### src/rtl/dmem_port_pkg.sv
// Shared types and default widths for the data-memory port arbiter.
package dmem_port_pkg;

  localparam int DMEM_ADDR_W = 8;
  localparam int DMEM_DATA_W = 32;

  typedef logic [1:0] req_id_t;

  typedef struct packed {
    logic                       we;
    logic [DMEM_ADDR_W-1:0]     addr;
    logic [DMEM_DATA_W-1:0]     wdata;
    logic [DMEM_DATA_W/8-1:0]   wmask;
  } mem_req_t;

endpackage

### src/rtl/rr_arbiter.sv
// Round-robin arbiter with a one-hot priority pointer; the pointer moves to
// winner+1 only when the caller allows the grant to take effect.
module rr_arbiter #(
  parameter int N = 2
) (
  input  logic         clk_i,
  input  logic         reset_i,
  input  logic [N-1:0] req_i,
  input  logic         adv_i,
  output logic [N-1:0] gnt_o
);

  logic [N-1:0] r_ptr;
  logic         w_found;

  // Scan cyclically starting at the pointer position; first requester wins.
  always_comb begin
    gnt_o   = '0;
    w_found = 1'b0;
    for (int p = 0; p < N; p++) begin
      if (r_ptr[p]) begin
        for (int k = 0; k < N; k++) begin
          if (!w_found && req_i[(p + k) % N]) begin
            gnt_o[(p + k) % N] = 1'b1;
            w_found            = 1'b1;
          end
        end
      end
    end
  end

  always_ff @(posedge clk_i) begin
    if (reset_i) begin
      r_ptr <= {{(N-1){1'b0}}, 1'b1};
    end else if (adv_i && w_found) begin
      r_ptr <= {gnt_o[N-2:0], gnt_o[N-1]};
    end
  end

endmodule

### src/rtl/dmem_port_arbiter.sv
// Shares the dual-port data SRAM between requesters: independent round-robin
// write/read arbitration, same-address read deferral, fixed 1-cycle read return.
module dmem_port_arbiter
  import dmem_port_pkg::*;
#(
  parameter int NUM_REQ = 2,
  parameter int ADDR_W  = DMEM_ADDR_W,
  parameter int DATA_W  = DMEM_DATA_W
) (
  input  logic                        clk_i,
  input  logic                        reset_i,
  input  logic [NUM_REQ-1:0]          req_valid_i,
  output logic [NUM_REQ-1:0]          req_ready_o,
  input  logic [NUM_REQ-1:0]          req_we_i,
  input  logic [NUM_REQ*ADDR_W-1:0]   req_addr_i,
  input  logic [NUM_REQ*DATA_W-1:0]   req_wdata_i,
  input  logic [NUM_REQ*DATA_W/8-1:0] req_wmask_i,
  output logic [NUM_REQ-1:0]          rsp_valid_o,
  output logic [DATA_W-1:0]           rsp_rdata_o,
  output logic                        dmem_csb_write_o,
  output logic [DATA_W/8-1:0]         dmem_wmask_o,
  output logic [ADDR_W-1:0]           dmem_waddr_o,
  output logic [DATA_W-1:0]           dmem_din_o,
  output logic                        dmem_csb_read_o,
  output logic [ADDR_W-1:0]           dmem_raddr_o,
  input  logic [DATA_W-1:0]           dmem_dout_i
);

  localparam int MASK_W = DATA_W / 8;

  logic [NUM_REQ-1:0] w_wr_req;
  logic [NUM_REQ-1:0] w_rd_req;
  logic [NUM_REQ-1:0] w_wr_gnt;
  logic [NUM_REQ-1:0] w_rd_gnt;
  logic [NUM_REQ-1:0] w_rd_ok;
  logic [ADDR_W-1:0]  w_waddr;
  logic [DATA_W-1:0]  w_din;
  logic [MASK_W-1:0]  w_wmask;
  logic [ADDR_W-1:0]  w_raddr_sel;
  req_id_t            w_rd_id;
  logic               w_hazard;

  logic               r_rsp_valid;
  req_id_t            r_rsp_id;

  // Masking requests during reset forces every grant-derived output idle.
  assign w_wr_req = reset_i ? '0 : (req_valid_i & req_we_i);
  assign w_rd_req = reset_i ? '0 : (req_valid_i & ~req_we_i);

  rr_arbiter #(.N(NUM_REQ)) u_wr_arb (
    .clk_i   (clk_i),
    .reset_i (reset_i),
    .req_i   (w_wr_req),
    .adv_i   (1'b1),
    .gnt_o   (w_wr_gnt)
  );

  rr_arbiter #(.N(NUM_REQ)) u_rd_arb (
    .clk_i   (clk_i),
    .reset_i (reset_i),
    .req_i   (w_rd_req),
    .adv_i   (~w_hazard),
    .gnt_o   (w_rd_gnt)
  );

  always_comb begin
    w_waddr     = '0;
    w_din       = '0;
    w_wmask     = '0;
    w_raddr_sel = '0;
    w_rd_id     = '0;
    for (int i = 0; i < NUM_REQ; i++) begin
      if (w_wr_gnt[i]) begin
        w_waddr = req_addr_i[i*ADDR_W +: ADDR_W];
        w_din   = req_wdata_i[i*DATA_W +: DATA_W];
        w_wmask = req_wmask_i[i*MASK_W +: MASK_W];
      end
      if (w_rd_gnt[i]) begin
        w_raddr_sel = req_addr_i[i*ADDR_W +: ADDR_W];
        w_rd_id     = req_id_t'(i);
      end
    end
  end

  // A read colliding with this cycle's write waits one cycle to see new data.
  assign w_hazard = (|w_wr_gnt) && (|w_rd_gnt) && (w_waddr == w_raddr_sel);
  assign w_rd_ok  = w_hazard ? '0 : w_rd_gnt;

  assign req_ready_o      = w_wr_gnt | w_rd_ok;
  assign dmem_csb_write_o = ~(|w_wr_gnt);
  assign dmem_wmask_o     = w_wmask;
  assign dmem_waddr_o     = w_waddr;
  assign dmem_din_o       = w_din;
  assign dmem_csb_read_o  = ~(|w_rd_ok);
  assign dmem_raddr_o     = (|w_rd_ok) ? w_raddr_sel : '0;

  always_ff @(posedge clk_i) begin
    if (reset_i) begin
      r_rsp_valid <= 1'b0;
      r_rsp_id    <= '0;
    end else begin
      r_rsp_valid <= |w_rd_ok;
      if (|w_rd_ok) begin
        r_rsp_id <= w_rd_id;
      end
    end
  end

  always_comb begin
    rsp_valid_o = '0;
    rsp_rdata_o = '0;
    if (r_rsp_valid && !reset_i) begin
      rsp_rdata_o = dmem_dout_i;
      for (int i = 0; i < NUM_REQ; i++) begin
        if (r_rsp_id == req_id_t'(i)) begin
          rsp_valid_o[i] = 1'b1;
        end
      end
    end
  end

endmodule

### config.mk
export PLATFORM = sky130hd
export DESIGN_NAME = dmem_port_arbiter
export DESIGN_NICKNAME = d
export VERILOG_FILES = /design/src/rtl/dmem_port_pkg.sv /design/src/rtl/rr_arbiter.sv /design/src/rtl/dmem_port_arbiter.sv
export SDC_FILE = /design/constraint.sdc
export NUM_CORES = 1
export LEC_CHECK = 0
export CAP_MARGIN = 5
export CORE_AREA = 2 2 85 87
export DETAILED_ROUTE_END_ITERATION = 16
export DIE_AREA = 0 0 87 89
export HOLD_SLACK_MARGIN = 0.03
export PLACE_DENSITY = 0.8
export SLEW_MARGIN = 20
export SYNTH_ARGS = -nofsm -noshare
export SYNTH_HDL_FRONTEND = slang
export SYNTH_SLANG_ARGS = --single-unit
### constraint.sdc
create_clock -name clk_i -period 5.4 [get_ports clk_i]
set_input_delay 0.81 -clock clk_i [delete_from_list [all_inputs] [get_ports clk_i]]
set_output_delay 0.81 -clock clk_i [all_outputs]
set_load 0.01 [all_outputs]
==> qor.txt <==
First DRT Iteration DRCs: 271
status: finished clean
Synthesized Nets: 373
Hold WS: 0.571 ns
Yosys cell types: 47
area of the multi-input gates: 1550 sq um
final hold vios: 0
nets@finish: 578
CP Capture Type: primary output
first-pass GRT wire length: 14900 um
crit share post-route: 94.0%
clock root buffer master: clkbuf_8
Yosys reg bits: 6
met3 WL post-DR: 944 um
Port Buffers: 215
commonest non-fill, non-tap cell in the layout: clkdlybuf4s50_1
most frequent CP cell: clkdlybuf4s50_1
# fillers: 582
total die area: 7740 sq um
drt via density: 5.54
largest family of logic cells by synthesized area: compound AO/OA/AOI/OAI gates
core area: 6720 sq um
DIE HEIGHT: 89 um
Synth Area in Compound Gates: 43.0%
max-cap viol count: 0
Hold Buf Count CTS: 0
largest net degree at the start of global routing: 39
DRT met1 WL: 3770 um
Power Density: 112 nW/um^2
Diodes inserted: 0
synth warn: 0
Peak VDD IR: 0.0848 mV
largest stage delay on the critical path: 0.67 ns
final core occ: 61.4%
clk_skew: 0.00209 ns
register area: 120 sq um
clock sinks: 6
Worst EP arrival: 4.27 ns
GR Overflow Total: 0
Vias: 2936
CP startpoint kind: input pin
clk slew on worst S/H paths: 0.03 ns
Synth Area in Simple Gates: 35.2%
Max Slew Vio Count: 0
Hold Crit Class: register to register
Post-Synth XOR/XNOR Area: 3.75%
CTS tree: built
crit path max fanout: 13
fmax: 197 MHz
Synth Area per Inst: 7.56 sq um
synth top area cells: a22o_1 (18%), and2_1 (11%), dfxtp_1 (6.4%)
most frequent cells in the layout: clkdlybuf4s50_1 (215), a22o_1 (39), and2_1 (33), inv_1 (16), buf_4 (14)
leak pwr: 1.51 nW
gpl congestion: 0.889
max_slew headroom: 57.9%
setup tns final: 0 ns
design area: 4120 sq um
post-synthesis instance total: 247
Worst EP required: 4.59 ns
Area growth, synth to finish: 121%
Clk Latency, worst-skew pair: 0.22 ns
drt drc: 0
Crit Path Category: input pin to primary output
H-Tree Level Count: 1
Pre-antenna DRT Iters: 5
unrepaired setup endpoints after global routing: no
Tot GR Track Use: 24.1%
metal2 WL: 5240 um
Total Wirelength: 10100 um
crit path cell chain: clkdlybuf4s50_1 > or3b_2 > a31oi_1 > o22ai_2 > xnor2_1 > or4_1 > nor3_1 > buf_4 > nand2b_1 > clkdlybuf4s50_1
Synth Area in Adders: 0%
initial antenna violation count: 0
post-synthesis mux area share: 0%
min Tclk post-route: 5.08 ns
clock buffer depth: 2
CTS buffer count: 3
setup ws final: 0.322 ns
Die X: 87 um
layout cells sized above 1: 7.33%
final antenna-violating net count: 0
Mapped Area: 1870 sq um
Final setup viols: 0
Initial Util: 27.8%
DP Worst Slack: 0.288 ns
top-area cell type share of the netlist area: 18.3%
post-synth top area cell: a22o_1
I/O pins: 216
Worst path slowest cell: or3b_2
Row Count: 30
dpl hpwl: 8180 um
Placed Instance Area: 4070 sq um
Worst Tran Pin Value: 0.631 ns
max layer used: met4
routed len/inst: 19.1 um
register area share after synthesis: 6.43%
vias in the first global route: 2915
Post-CTS Resized: 0
[state kept, by name (all words and copies together), names as in the netlist]
signal          cells
u_wr_arb.r_ptr      2
r_rsp_valid         1
r_rsp_id            1
u_rd_arb.r_ptr      2
[cells by family (layout without fill, tap and decap cells)]
group / after synthesis / count (layout)
AOI/OAI and AO/OA: 99 / 99
xor gates and xnor gates: 8 / 8
buffers and inverters: 45 / 248
DFF: 6 / 6
and+or+nand+nor: 89 / 89
[repair_timing]
item,CTS,global route
buffers inserted,0,2
hold endpoints to repair,0,0
endpoints found under the setup margin,0,3
[cell usage after synthesis (all sizes together)]
cell,n
nor2,6
inv,16
and4bb,7
nand2b,3
nor3,2
o22ai,10
xor2,3
nor2b,2
xnor2,5
a31oi,8
nand3,2
dfxtp,6
nor4b,1
o21a,1
o2bb2ai,2
a22o,39
a22oi,14
a21oi,2
o21bai,1
a211oi,2
buf,13
or3,1
or4,2
clkbuf,16
a211o,1
nand3b,2
o2111ai,1
and3b,1
and2,33
a21o,1
nand4b,8
nor4bb,2
nor3b,10
nor4,2
a32o,8
o21ai,1
o31ai,8
or2,1
or3b,2
nand2,2
[per-layer routing]
metal,track usage (%),vias up
met5,0,-
met4,3.69,0
met3,6.65,17
met2,44.0,169
met1,28.8,1376
li1,-,1374
[worst paths after layout]
path,end,slack [ns],start,cells past startpoint
min,r_rsp_id[0],0.57,r_rsp_id[0],2
min reg2reg,r_rsp_id[0],0.57,r_rsp_id[0],2
max,dmem_csb_read_o,0.32,reset_i,10
max reg2reg,u_rd_arb.r_ptr[1],2.49,u_wr_arb.r_ptr[0],7
[report_power, final]
group / internal [W] / leakage [nW] / switching (W)
Clock: 0.0000478 / 0.0216 / 0.0000180
Combinational: 0.000193 / 1.44 / 0.000139
Sequential: 0.0000528 / 0.0498 / 0.0000117
[cell type report]
class | instances | share of cell area [%]
sequential | 6 | 2.91
clock buffer | 3 | 1.00
inverter | 16 | 1.46
timing repair buffer | 229 | 54.7
tap | 80 | 2.43
multi-input combinational | 196 | 37.5
[stage by stage]
step           instances  total power [W]
6_report             530         0.000462
5_1_grt              530         0.000489
4_1_cts              528         0.000461
3_5_place_dp         525         0.000392
3_3_place_gp         525         0.000389
2_1_floorplan        247         0.000199
[worst max-delay path: cells and delay by family]
kind / cells / cell delay [ns]
xor gates and xnor gates: 1 / 0.13
AOI/OAI and AO/OA: 2 / 0.36
buffers and inverters: 3 / 1.37
and+or+nand+nor: 4 / 1.59
No activity file was read; power rests on OpenSTA's default activity.
